===== config.mk =====
export PLATFORM = sky130hd
export DESIGN_NAME = pe_spad_wbuf
export DESIGN_NICKNAME = d
export VERILOG_FILES = /design/src/rtl/pe_spad_wbuf.sv
export SDC_FILE = /design/constraint.sdc
export NUM_CORES = 1
export LEC_CHECK = 0
export BUFFER_PORTS_ARGS = -buffer_cell sky130_fd_sc_hd__buf_4
export CORE_MARGIN = 2
export CORE_UTILIZATION = 55
export CTS_BUF_LIST = sky130_fd_sc_hd__clkbuf_16
export DETAILED_ROUTE_END_ITERATION = 10
export PLACE_DENSITY = 0.71
export SLEW_MARGIN = 15
export SYNTH_ARGS = -nofsm -noshare
export SYNTH_HDL_FRONTEND = slang
export SYNTH_SLANG_ARGS = --single-unit

===== constraint.sdc =====
create_clock -name i_clk -period 4.87 [get_ports i_clk]
set_input_delay 0.2435 -clock i_clk [delete_from_list [all_inputs] [get_ports i_clk]]
set_output_delay 0.2435 -clock i_clk [all_outputs]
set_load 0.05 [all_outputs]

===== src/rtl/pe_spad_wbuf.sv =====
// pe_spad_wbuf: per-PE circular scratchpad fed by the delayed write strobe of
// the write-enable shift register.
// Words are served to the MAC datapath through a fall-through valid/ready port.
// Entries stay retained after being read until they are explicitly popped.
// This allows the read pointer to be rewound to the oldest retained entry for
// row-stationary reuse.
//
// Ports:
//   i_clk, i_rst          clock, synchronous active-high reset
//   i_we, i_wdata         write strobe and data (no backpressure)
//   o_full, o_empty       occupancy == DEPTH / occupancy == 0
//   o_count               occupancy (written, not yet popped)
//   o_overflow            sticky: write arrived while full
//   o_rd_valid, o_rd_data unread word at read pointer (zero-latency)
//   i_rd_ready            consumer accepts o_rd_data this cycle
//   i_rewind              read pointer back to head
//   i_pop                 free the oldest entry

module pe_spad_wbuf #(
    parameter int unsigned DATA_W = 16,
    parameter int unsigned DEPTH  = 12,
    parameter int unsigned CNT_W  = 4
) (
    input  logic              i_clk,
    input  logic              i_rst,
    input  logic              i_we,
    input  logic [DATA_W-1:0] i_wdata,
    output logic              o_full,
    output logic              o_empty,
    output logic [CNT_W-1:0]  o_count,
    output logic              o_overflow,
    output logic              o_rd_valid,
    output logic [DATA_W-1:0] o_rd_data,
    input  logic              i_rd_ready,
    input  logic              i_rewind,
    input  logic              i_pop
);

    localparam logic [CNT_W-1:0] DEPTH_C = CNT_W'(DEPTH);
    localparam logic [CNT_W-1:0] LAST_C  = CNT_W'(DEPTH - 1);

    logic [DATA_W-1:0] mem_q [DEPTH];

    logic [CNT_W-1:0] wr_ptr_q, wr_ptr_d;
    logic [CNT_W-1:0] head_q,   head_d;
    logic [CNT_W-1:0] rd_ptr_q, rd_ptr_d;
    logic [CNT_W-1:0] count_q,  count_d;
    logic [CNT_W-1:0] ucnt_q,   ucnt_d;
    logic             overflow_q, overflow_d;

    logic do_wr, do_rd, do_pop, pop_drags_rd, rd_adv;

    // Pointers wrap at DEPTH, which need not be a power of two.
    function automatic logic [CNT_W-1:0] ptr_inc(input logic [CNT_W-1:0] p);
        return (p == LAST_C) ? '0 : p + CNT_W'(1);
    endfunction

    always_comb begin
        do_wr  = i_we && (count_q != DEPTH_C);
        do_rd  = (ucnt_q != '0) && i_rd_ready;
        do_pop = i_pop && (count_q != '0);
        // The oldest entry is still unread only when every retained entry is unread.
        // Comparing pointers alone is ambiguous when the buffer is full and fully read.
        pop_drags_rd = do_pop && (rd_ptr_q == head_q) && (ucnt_q == count_q);
        // A read and a dragging pop in the same cycle advance rd_ptr only once.
        rd_adv = do_rd || pop_drags_rd;

        wr_ptr_d   = do_wr  ? ptr_inc(wr_ptr_q) : wr_ptr_q;
        head_d     = do_pop ? ptr_inc(head_q)   : head_q;
        count_d    = count_q + CNT_W'(do_wr) - CNT_W'(do_pop);
        overflow_d = overflow_q || (i_we && !do_wr);

        if (i_rewind) begin
            rd_ptr_d = head_d;
            ucnt_d   = count_d;
        end else begin
            rd_ptr_d = rd_adv ? ptr_inc(rd_ptr_q) : rd_ptr_q;
            ucnt_d   = ucnt_q + CNT_W'(do_wr) - CNT_W'(rd_adv);
        end
    end

    always_ff @(posedge i_clk) begin
        if (i_rst) begin
            wr_ptr_q   <= '0;
            head_q     <= '0;
            rd_ptr_q   <= '0;
            count_q    <= '0;
            ucnt_q     <= '0;
            overflow_q <= 1'b0;
        end else begin
            wr_ptr_q   <= wr_ptr_d;
            head_q     <= head_d;
            rd_ptr_q   <= rd_ptr_d;
            count_q    <= count_d;
            ucnt_q     <= ucnt_d;
            overflow_q <= overflow_d;
        end
    end

    // Storage is not reset; occupancy state alone decides what is valid.
    always_ff @(posedge i_clk) begin
        if (!i_rst && do_wr) begin
            mem_q[wr_ptr_q] <= i_wdata;
        end
    end

    always_comb begin
        o_full     = (count_q == DEPTH_C);
        o_empty    = (count_q == '0);
        o_count    = count_q;
        o_overflow = overflow_q;
        o_rd_valid = (ucnt_q != '0);
        o_rd_data  = mem_q[rd_ptr_q];
    end

endmodule


After elaboration in Yosys (flattened, before gate mapping)

Memory sizes are Yosys's and may differ from the RTL's. A register that Yosys moved wholly into a read port is not among the register bits.
Cells that the tools add are included.

Div/mod/pow operators: 0
Magnitude comparators: 0
Reduce and logical (&&, ||, !) cells: 15
Shifts and indexed selects: 0
Multipliers: 0
Equality and inequality tests: 7
Bitwise logic cells: 0
Multiplexer cells: 11
$add $sub $neg: 7

Operators by type and width:

| operator                                    | count |
|---|---|
| two-way mux 4 bit                           | 9 |
| == test 4 bit, second input constant        | 4 |
| adder 4 x 1 -> 4 bit, second input constant | 3 |
| adder 4 x 1 -> 4 bit                        | 2 |
| == test 4 bit                               | 2 |
| nonzero test 4 bit                          | 2 |
| subtractor 4 x 1 -> 4 bit                   | 2 |
| logical AND 1 bit                           | 7 |
| logical NOT 4 bit                           | 1 |
| != test 4 bit, second input constant        | 1 |
| logical NOT 1 bit                           | 2 |
| logical OR 1 bit                            | 2 |
| two-way mux 1 bit                           | 2 |
| nonzero test 2 bit                          | 1 |

Memory bits (writable): 192
Input port bits: 22
Output and inout bits: 24
Bits in read-only memories: 0
Word-level logic and storage cells: 47
Register bits after elaboration: 21
Latch bits: 0
Memories: 1

Memories:

| name  | words | bits a word | rd ports | clocked after Yosys merged registers in | write ports | line | RTL |
|---|---|---|---|---|---|---|---|
| mem_q | 12    | 16          | 1        | 1                                       | 1           | 42   | `logic [DATA_W-1:0] mem_q [DEPTH];` |

Longest topological paths before layout

Gate-level depths: netlist of run 1.

Depth in word-level cells: 9
Mapped depth: 17
Mapped depth without buffers: 16

Least setup slack after synthesis of run 1

No wires, ideal clock.

Path kind: reg-to-reg
Start point: reg count_q[3] (netlist: o_count[3])
End point: reg ucnt_q[2]
Data required time: 4742 ps
Path slack: 658 ps
Period minus slack after synthesis: 4212 ps
Arrival time: 4084 ps
Buffers on the path: 1
Setup time: 128 ps
Cell stages (with the launch flop): 15
Cell sequence: dfxtp_1 ha_1 nor3b_1 nor2b_1 inv_2 clkbuf_1 ha_1 inv_1 ha_1 inv_1 fa_1 xor2_1 nor2_1 a21oi_1 nor2_1

Longest elaborated chain between the ends: 7
Elaborated cells on any way between the ends: 13
Classes of those cells: add/sub (4); eq/ne (2); mux (1); reduce/logical (6)

RTL lines:

| what                                                         | line | RTL |
|---|---|---|
| from (decl)                                                  | 47   | `logic [CNT_W-1:0] count_q, count_d;` |
| from (signal assigned)                                       | 94   | `count_q <= count_d;` |
| branches (longest 6 deep; another with adder 4 x 1 -> 4 bit) | n/a  |  |
| two-way mux 4 bit *                                          | 73   | `if (i_rewind) begin` |
| to (signal assigned)                                         | 95   | `ucnt_q <= ucnt_d;` |
| to (decl)                                                    | 48   | `logic [CNT_W-1:0] ucnt_q, ucnt_d;` |

Every way passes the cells marked *.
A chain may end at the register's enable or synchronous reset.

Worst setup path in the final report of run 1

Start point: reg count_q[2] (netlist: o_count[2])
End point: reg ucnt_q[2]

Same word-level chain as after synthesis.

==> out/summary.txt, run 1 <==
Total CTS buffers: 22
N_diodes: 0
Slowest cell delay on critical path: 0.41 ns
Global-route wire length before repair: 26100 um
Worst rel slew slack: 0.326
CP Launch Type: flop
Clk buf depth: 3
Cells on worst reg2reg path: 16
Worst path required time: 5.25 ns
Vias per cell: 5.79
Synth cell types: 46
Die height: 131 um
Setup TNS: 0 ns
Peak supply drop: 0.000500 V
Sequential Power Share: 0.432
Core Util, Final: 0.652
GRT Overall Usage: 0.207
Seq/Total Area, Yosys: 0.705
DRT Wirelength: 17100 um
Pwr Density: 506 mW/mm^2
Crit-path cells: inv_1, ha_1, or3b_1, nand2_1, inv_2, nand2_1, nand2_1, ha_1, inv_1, ha_1, inv_1, fa_1, xor2_1, nor2_1, a21oi_1, nor2_1
Delay-heaviest family, CP: adder cells
Share of layout cells above drive strength 1: 0.279
Syn_nets: 545
CP endpoint kind: flop
Flop-to-flop setup slack: 1.80 ns
Worst Setup SP: o_count[2]
Hpwl dp: 9640 um
Total core area: 0.0158 sq mm
Sw power: 0.00153 W
Sw Share: 0.292
Worst Tran Pin Value: 1.01 ns
# setup viols final: 0
Clock Latency Late Sink: 0.49 ns
I/O pins: 46
Initial antenna violation count: 0
CTS root buf: clkbuf_16
PortBufs: 45
RSZ-0062 raised after global routing: false
Cell type with the highest aggregate area in the netlist: edfxtp_1
Yosys warns: 0
Combinational Power Share: 0.227
Post-synthesis cell area: 0.00888 sq mm
Clock slew at reported path FFs: 0.06 ns
Crit path buffers/inverters: 4
Max Slew Vio Count: 0
Final period util: 0.630
Fmax: 326 MHz
Area growth, synth to finish: 16.2%
Hold wc startpoint: i_wdata[1]
RR Endpoint: ucnt_q[2]
Die area: 0.0172 sq mm
Hold Buf Count CTS: 1
CP Data Arrival Time: 3.44 ns
Top FF cell, synth: edfxtp_1
Synth top area share: 0.649
Vias: 4588
Row cnt: 46
Routability Congestion: 0.896
Final nets: 602
# DRC: 0
Worst Setup Path Type: reg2reg
Ys async rst share: 0
WL/cell: 21.6 um
Tmin final: 3.07 ns
Die width: 131 um
Cells after synthesis: 504
Slowest cell on the critical path: fa_1
Cells on Worst Hold Path: 1
Leak Pwr: 3.42 nW
Clock sink total: 217
Syn Area/Cell: 17.6 sq um
Clk pwr share: 0.341
Largest net degree at the start of global routing: 49
Final ANT Viol Nets: 0
Starting Density: 0.561
Post-CTS sizing: 0
Post-synthesis register bit count: 217
Final number of hold-violating endpoints: 0
H-tree Lvls: 1
Layout Skew: 0.00778 ns
Setup bufs post-CTS: 0
First DRT Iteration DRCs: 494
Outcome: finished, final reports clean
Hold Path End: mem_q[11][1]
Int Power: 0.00370 W
Hold Crit Class: in2reg
Instance count on the critical path: 16
GR Overflow Total: 0
Crit Path Max Fanout: 12
Top cells by area, synth: edfxtp_1 (65%), mux4_2 (12%), dfxtp_1 (5.6%)
Number of synthesized flops with an enable pin: 192
MaxCap Viol Count: 0
R2r startpoint: o_count[2]
Vias in the first global route: 4695
CTS tree: done
DR pass1 iterations: 5
synthesized netlist by cell type (2+ instances only):
cell type	number
a21oi_1	11
edfxtp_1	192
o211ai_1	3
dfxtp_1	25
nand3_1	3
a311oi_1	3
xnor2_1	9
or3_1	2
nand2_1	34
or4_1	2
inv_1	17
inv_2	2
fa_1	2
nor4_1	2
o21ai_1	18
buf_1	5
xor2_1	2
o21ai_0	2
ha_1	17
nor3_1	6
clkbuf_1	13
a221oi_1	2
a21o_1	2
nor2b_1	4
nor3b_1	5
mux2i_1	21
a31oi_1	2
buf_2	8
a211oi_1	2
or3b_1	2
nor2_1	24
mux4_2	48
layout make-up:
cell class                      instances  area (sq um)
Clock buffer                           25           626
Multi-Input combinational cell        240          2460
Inverter                               20          76.3
Tap cell                              216           270
Timing Repair Buffer                   60           453
Clock inverter                         15           163
Sequential cell                       217          6270
Fill cell                            1085          5500
flip-flops by register name (all words and copies together), names as in the netlist, named ones only:
signal / cells
wr_ptr_q: 4
head_q: 4
rd_ptr_q: 4
ucnt_q: 4
o_count: 4
mem_q: 192
o_overflow: 1
worst max-delay path by stage:
| stage | slack (ns) | endpoint |
|---|---|---|
| 2_1_floorplan | 0.66 | ucnt_q[2] |
| 3_3_place_gp | 1.98 | ucnt_q[2] |
| 3_5_place_dp | 1.91 | ucnt_q[2] |
| 4_1_cts | 1.82 | ucnt_q[2] |
| 5_1_grt | 1.60 | ucnt_q[2] |
| 6_report | 1.80 | ucnt_q[2] |
per-stage QoR:
step	std cells	power, W	hold WS, ns	worst slack (ns)	area [sq um]
global placement	752	0.00345	0.451	1.98	9530
floorplan	504	0.00317	0.342	0.658	8880
finish	793	0.00523	0.0147	1.80	10300
detailed placement	752	0.00348	0.463	1.91	9530
CTS	793	0.00527	0.00532	1.82	10300
global route	793	0.00545	0.00663	1.60	10300
logic make-up (layout without fill, tap and decap cells):
logic type,count (synthesis),count (layout),share of synthesized area
flops,217,217,0.705
simple gates,89,89,0.0499
mux,69,69,0.145
compound gates,51,51,0.0363
buf+inv,47,120,0.0220
fa+ha+maj,19,19,0.0285
xor+xnor,12,12,0.0127
power by group through the flow:
stage	sequential [W]	combinational (W)	clock, W
finish	0.00226	0.00119	0.00178
global route	0.00228	0.00128	0.00189
CTS	0.00226	0.00120	0.00181
detailed placement	0.00230	0.00118	0
global placement	0.00230	0.00116	0
floorplan	0.00223	0.000940	0
cells in the final DEF (no fill, tap or decap), types with 2 or more instances in the layout:
| cell | count |
|---|---|
| a31oi_1 | 2 |
| clkinv_2 | 3 |
| inv_2 | 2 |
| a21o_1 | 2 |
| nor3_2 | 3 |
| clkbuf_16 | 25 |
| buf_4 | 59 |
| o211ai_1 | 3 |
| a311oi_1 | 3 |
| clkinv_4 | 2 |
| inv_1 | 18 |
| nand3_1 | 3 |
| o21ai_1 | 18 |
| dfxtp_1 | 23 |
| fa_1 | 2 |
| clkinv_1 | 3 |
| nor3_1 | 3 |
| nand2_1 | 34 |
| nor2_1 | 24 |
| ha_1 | 17 |
| edfxtp_1 | 192 |
| a21oi_1 | 11 |
| nor3b_2 | 3 |
| o21ai_0 | 2 |
| or4_1 | 2 |
| or3_1 | 2 |
| or3b_1 | 2 |
| xnor2_1 | 9 |
| mux4_2 | 48 |
| bufinv_16 | 3 |
| nor2b_1 | 4 |
| nor3b_1 | 2 |
| xor2_1 | 2 |
| a211oi_1 | 2 |
| mux2i_1 | 21 |
| a221oi_1 | 2 |
layer usage:
layer	vias to the layer above	track usage	routed length, um
li1	2093	-	-
met1	2333	0.283	7160
met2	140	0.354	8790
met3	22	0.0321	890
met4	0	0.0519	254
met5	-	0	0
(Power assumes the default switching activity.)
==> run 2: changes to the inputs <==
--- a/config.mk
+++ b/config.mk
@@ -5,6 +5,7 @@
 export SDC_FILE = /design/constraint.sdc
 export NUM_CORES = 1
 export LEC_CHECK = 0
+export ABC_AREA = 1
 export BUFFER_PORTS_ARGS = -buffer_cell sky130_fd_sc_hd__buf_4
 export CORE_MARGIN = 2
 export CORE_UTILIZATION = 55
==> constraint.sdc (replaced) <==
create_clock -name i_clk -period 2.83 [get_ports i_clk]
set_input_delay 0.1415 -clock i_clk [delete_from_list [all_inputs] [get_ports i_clk]]
set_output_delay 0.1415 -clock i_clk [all_outputs]
set_load 0.05 [all_outputs]
==> out/summary.txt, run 2 <==
Syn_nets: 825
Crit Path Max Fanout: 6
First DRT Iteration DRCs: 606
Outcome: finished, final reports clean
Worst rel slew slack: 0.464
GR Overflow Total: 0
Flop-to-flop setup slack: 0.27 ns
Final period util: 0.904
Cells on Worst Hold Path: 4
Final nets: 902
Vias in the first global route: 6155
Post-synthesis cell area: 0.00910 sq mm
MaxCap Viol Count: 0
Layout Skew: 0.0100 ns
DRT Wirelength: 20600 um
Hpwl dp: 12100 um
Global-route wire length before repair: 32300 um
Pwr Density: 904 mW/mm^2
Die width: 133 um
Top FF cell, synth: edfxtp_1
Final ANT Viol Nets: 0
H-tree Lvls: 1
Top cells by area, synth: edfxtp_1 (63%), nor2_1 (6.9%), dfxtp_1 (5.5%)
Setup TNS: 0 ns
Commonest non-fill, non-tap cell in the layout: edfxtp_1
PortBufs: 45
Final number of hold-violating endpoints: 0
Fmax: 391 MHz
# DRC: 0
Hold Buf Count CTS: 21
Routability Congestion: 0.857
CTS root buf: clkbuf_16
Area growth, synth to finish: 17.5%
Die area: 0.0176 sq mm
Delay-heaviest family, CP: adder cells
Total core area: 0.0163 sq mm
CTS tree: done
Post-CTS sizing: 0
Most common library cells after synthesis: edfxtp_1 (192), nor2_1 (167), o21ai_0 (90)
Hold wc startpoint: i_pop
Peak supply drop: 0.000656 V
Max FFs per register: 192
Cells after synthesis: 784
Worst Tran Pin Value: 0.804 ns
Crit-path cells: inv_1, ha_1, a21boi_2, nand3_2, nand2_1, ha_1, inv_1, ha_1, inv_1, fa_1, xnor2_1, o21ai_0, a21oi_1
Total power: 0.00967 W
Max Slew Vio Count: 0
Leak Pwr: 3.90 nW
Clock slew at reported path FFs: 0.06 ns
Register name with the most flops: mem_q
Fillers: 1199
R2r startpoint: o_count[2]
DR pass1 iterations: 5
Row cnt: 47
Share of layout cells above drive strength 1: 0.137
Vias per cell: 5.59
Core Util, Final: 0.654
Yosys warns: 0
Total CTS buffers: 22
Slowest cell on the critical path: fa_1
# setup viols final: 0
N_diodes: 0
Starting Density: 0.557
Crit path buffers/inverters: 3
Commonest non-fill, non-tap cells in the layout: edfxtp_1 (192), nor2_1 (166), o21ai_0 (90)
Vias: 6135
Tmin final: 2.56 ns
Post-synthesis register bit count: 217
Clock sink total: 217
Slowest cell delay on critical path: 0.40 ns
GRT Overall Usage: 0.237
Synth top area share: 0.634
Seq/Total Area, Yosys: 0.689
Area of the multi-input gates: 0.00244 sq mm
Worst Setup SP: o_count[2]
Worst Setup Path Type: reg2reg
Clock Latency Late Sink: 0.50 ns
Worst path required time: 3.22 ns
RSZ-0062 raised after global routing: false
Synth cell types: 37
Ys async rst share: 0
WL/cell: 18.8 um
CP Data Arrival Time: 2.95 ns
RR Endpoint: ucnt_q[2]
Initial antenna violation count: 0
FF/Latch Area: 0.00627 sq mm
Hold Crit Class: in2reg
Cells on worst reg2reg path: 13
Clk buf depth: 3
I/O pins: 46
Cell type with the highest aggregate area in the netlist: edfxtp_1
Largest net degree at the start of global routing: 97
CP endpoint kind: flop
Hold Path End: head_q[2]
Number of synthesized flops with an enable pin: 192
CP Launch Type: flop
Setup bufs post-CTS: 0
Syn Area/Cell: 11.6 sq um
Cell with the most instances after synthesis: edfxtp_1
Die height: 133 um
-- run 2: changes by cell type in the layout (fill, tap and decap cells not counted), sizes merged, moves of 24 or more --
cell / previous run / this run
nor2: 24 / 168
o21ai: 20 / 119
nand2: 34 / 63
nand3: 3 / 27
inv: 22 / 57
mux4: 48 / 0
-- run 2: layout make-up --
class	count	share of cell area
Sequential cell	217	0.586
Tap cell	220	0.0257
Multi-Input combinational cell	479	0.228
Timing Repair Buffer	92	0.0718
Inverter	49	0.0177
Clock buffer	23	0.0538
Clock inverter	17	0.0165
-- run 2: cells by family (layout without fill, tap and decap cells) --
| logic type | count (synthesis) | count (layout) | share of synthesized area |
|---|---|---|---|
| XOR/XNOR | 9 | 9 | 0.00866 |
| AND/OR/NAND/NOR | 274 | 274 | 0.121 |
| AO/OA/AOI/OAI | 176 | 176 | 0.105 |
| multiplexers | 1 | 1 | 0.00110 |
| flip-flops | 217 | 217 | 0.689 |
| adder cells (fa/ha/maj) | 19 | 19 | 0.0278 |
| buffers and inverters | 88 | 181 | 0.0481 |
-- run 2: worst max-delay path by stage --
stage                   end  slack, ns  cells past startpoint
2_1_floorplan  mem_q[10][0]      -0.10                      6
3_3_place_gp      ucnt_q[2]       0.33                     13
3_5_place_dp      ucnt_q[2]       0.26                     13
4_1_cts           ucnt_q[2]       0.24                     13
5_1_grt           ucnt_q[2]       0.07                     13
6_report          ucnt_q[2]       0.27                     13
-- run 2: stage by stage --
stage / instances / setup slack (ns) / hold slack (ns) / cell area, sq um
after floorplan: 784 / -0.104 / 0.219 / 9100
after global placement: 1036 / 0.325 / 0.403 / 9730
after detailed placement: 1036 / 0.258 / 0.417 / 9730
after CTS: 1097 / 0.241 / 0.0142 / 10700
after global routing: 1097 / 0.0702 / 0.0747 / 10700
final: 1097 / 0.272 / 0.0169 / 10700
-- run 2: worst min-delay path, delay by kind of cell --
family          cells  cell delay, ns
buf+inv             1            0.11
compound gates      1            0.06
simple gates        2            0.14
-- run 2: metal layers --
metal  up-vias  GRT usage  part of all wire
met5         -          0                 0
met4         0     0.0902             0.024
met3        46     0.0452             0.076
met2       216      0.386              0.49
met1      2948      0.320              0.41
li1       2925          -                 -
-- run 2: power breakdown --
part / switching [W] / internal (W)
clock: 0.00115 / 0.00183
combinational: 0.00201 / 0.000929
sequential: 0.000133 / 0.00362
==> run 3: changes to the inputs <==
--- a/config.mk
+++ b/config.mk
@@ -7,11 +7,13 @@
 export LEC_CHECK = 0
 export ABC_AREA = 1
 export BUFFER_PORTS_ARGS = -buffer_cell sky130_fd_sc_hd__buf_4
+export CELL_PAD_IN_SITES_DETAIL_PLACEMENT = 0
+export CELL_PAD_IN_SITES_GLOBAL_PLACEMENT = 2
 export CORE_MARGIN = 2
-export CORE_UTILIZATION = 55
+export CORE_UTILIZATION = 42
 export CTS_BUF_LIST = sky130_fd_sc_hd__clkbuf_16
 export DETAILED_ROUTE_END_ITERATION = 10
-export PLACE_DENSITY = 0.71
+export PLACE_DENSITY = 0.8
 export SLEW_MARGIN = 15
 export SYNTH_ARGS = -nofsm -noshare
 export SYNTH_HDL_FRONTEND = slang
==> out/summary.txt, run 3 (synthesis results as in run 2) <==
Final WS setup: 0.241 ns
Layout Skew: 0.0148 ns
Register name with the most flops: mem_q
Pre-CTS setup slack: 0.192 ns
DRT Wirelength: 21500 um
Cells on Worst Hold Path: 4
Final nets: 898
Vias: 6053
DR pass1 iterations: 4
GR Overflow Total: 0
Routability Congestion: 0.795
Delay-heaviest family, CP: adder cells
Cells on worst reg2reg path: 13
Setup TNS: 0 ns
Hold wc startpoint: i_pop
H-tree Lvls: 1
Worst Setup SP: o_count[2]
CP endpoint kind: flop
Dpl cells: 1086
Slowest cell delay on critical path: 0.40 ns
Max Slew Vio Count: 0
Pwr Density: 884 mW/mm^2
Fmax: 386 MHz
Fillers: 1868
Worst Tran Pin Value: 0.826 ns
Worst path required time: 3.22 ns
CTS tree: done
Clk buf depth: 3
R2r startpoint: o_count[2]
Total CTS buffers: 23
Outcome: finished, final reports clean
Vias per cell: 5.28
Crit path buffers/inverters: 3
Clock sink total: 217
Die width: 151 um
Starting Density: 0.430
Crit Path Max Fanout: 6
Hold Path End: head_q[2]
Leak Pwr: 3.83 nW
Final period util: 0.915
Non-Filler Instances: 1146
Total power: 0.00941 W
# DRC: 0
GRT Overall Usage: 0.194
Slowest cell on the critical path: fa_1
Peak supply drop: 0.000433 V
RSZ-0062 raised after global routing: false
N_diodes: 0
Tmin final: 2.59 ns
Worst Setup Path Type: reg2reg
RR Endpoint: ucnt_q[2]
Largest net degree at the start of global routing: 97
CP Data Arrival Time: 2.98 ns
I/O pins: 46
MaxCap Viol Count: 0
Global-route wire length before repair: 33300 um
Max FFs per register: 192
PortBufs: 45
Hpwl dp: 12100 um
Final ANT Viol Nets: 0
First DRT Iteration DRCs: 369
Hold Slack: 0.0351 ns
Flop-to-flop setup slack: 0.24 ns
# setup viols final: 0
Share of layout cells above drive strength 1: 0.131
Initial antenna violation count: 0
CP Launch Type: flop
Commonest non-fill, non-tap cells in the layout: edfxtp_1 (192), nor2_1 (166), o21ai_0 (89)
Total core area: 0.0212 sq mm
Crit-path cells: inv_1, ha_1, a21boi_4, nand3_2, nand2_1, ha_1, inv_1, ha_1, inv_1, fa_1, xnor2_1, o21ai_1, a21oi_1
Commonest non-fill, non-tap cell in the layout: edfxtp_1
CTS root buf: clkbuf_16
Clock Latency Late Sink: 0.50 ns
WL/cell: 18.8 um
Hold Crit Class: in2reg
Row cnt: 53
Area growth, synth to finish: 16.9%
Vias in the first global route: 6176
Die area: 0.0229 sq mm
Worst rel slew slack: 0.448
Clock slew at reported path FFs: 0.06 ns
Final number of hold-violating endpoints: 0
Die height: 151 um
run 3: changes by cell type in the layout (fill, tap and decap cells not counted):
cell | before | now
a21boi_2 | 1 | 0
a21boi_4 | 0 | 1
buf_12 | 2 | 1
buf_4 | 69 | 65
bufinv_16 | 4 | 1
clkinv_1 | 3 | 6
clkinv_2 | 2 | 5
inv_1 | 54 | 51
inv_6 | 2 | 1
o21ai_0 | 90 | 89
o21ai_1 | 29 | 30
run 3: layout make-up:
cell class	instances	area (sq um)	share of cell area
Sequential cell	217	6270	0.589
Multi-Input combinational cell	479	2450	0.230
Timing Repair Buffer	87	718	0.0675
Clock buffer	23	576	0.0541
Tap cell	275	344	0.0323
Inverter	49	189	0.0178
Clock inverter	16	92.6	0.00870
run 3: through the flow:
step,instance area [sq um],util
4_1_cts,10600,0.503
3_5_place_dp,9750,0.461
3_3_place_gp,9750,0.461
2_1_floorplan,9100,-
5_1_grt,10600,0.503
6_report,10600,0.503
run 3: where the power goes:
part	switching [W]	internal [W]
clock network	0.00113	0.00155
registers	0.000112	0.00362
logic	0.00205	0.000943
run 3: what timing repair did:
action	4_1_cts	5_1_grt
setup buffers	0	0
endpoints found under the hold margin	204	0
endpoints found under the setup margin	0	1
resized for setup	0	2
hold buffers	21	0
run 3: how the worst max path moves through the flow:
stage                   endpoint  slack, ns  cells after the start
CTS                    ucnt_q[2]       0.19                     13
finish                 ucnt_q[2]       0.24                     13
floorplan           mem_q[10][0]      -0.10                      6
global route           ucnt_q[2]       0.01                     13
detailed placement     ucnt_q[2]       0.19                     13
global placement       ucnt_q[2]       0.34                     13
run 3: layer usage:
metal / GRT usage / wire length, um / up-vias
li1: - / - / 2903
met1: 0.259 / 9520 / 2987
met2: 0.336 / 10600 / 125
met3: 0.0277 / 914 / 38
met4: 0.0491 / 450 / 0
met5: 0 / 0 / -
run 3: tightest hold or removal path, cell delays in order:
cell and delay (ns):
buf_4 0.12, nand3_1 0.07, nand2_1 0.08, a21oi_1 0.06
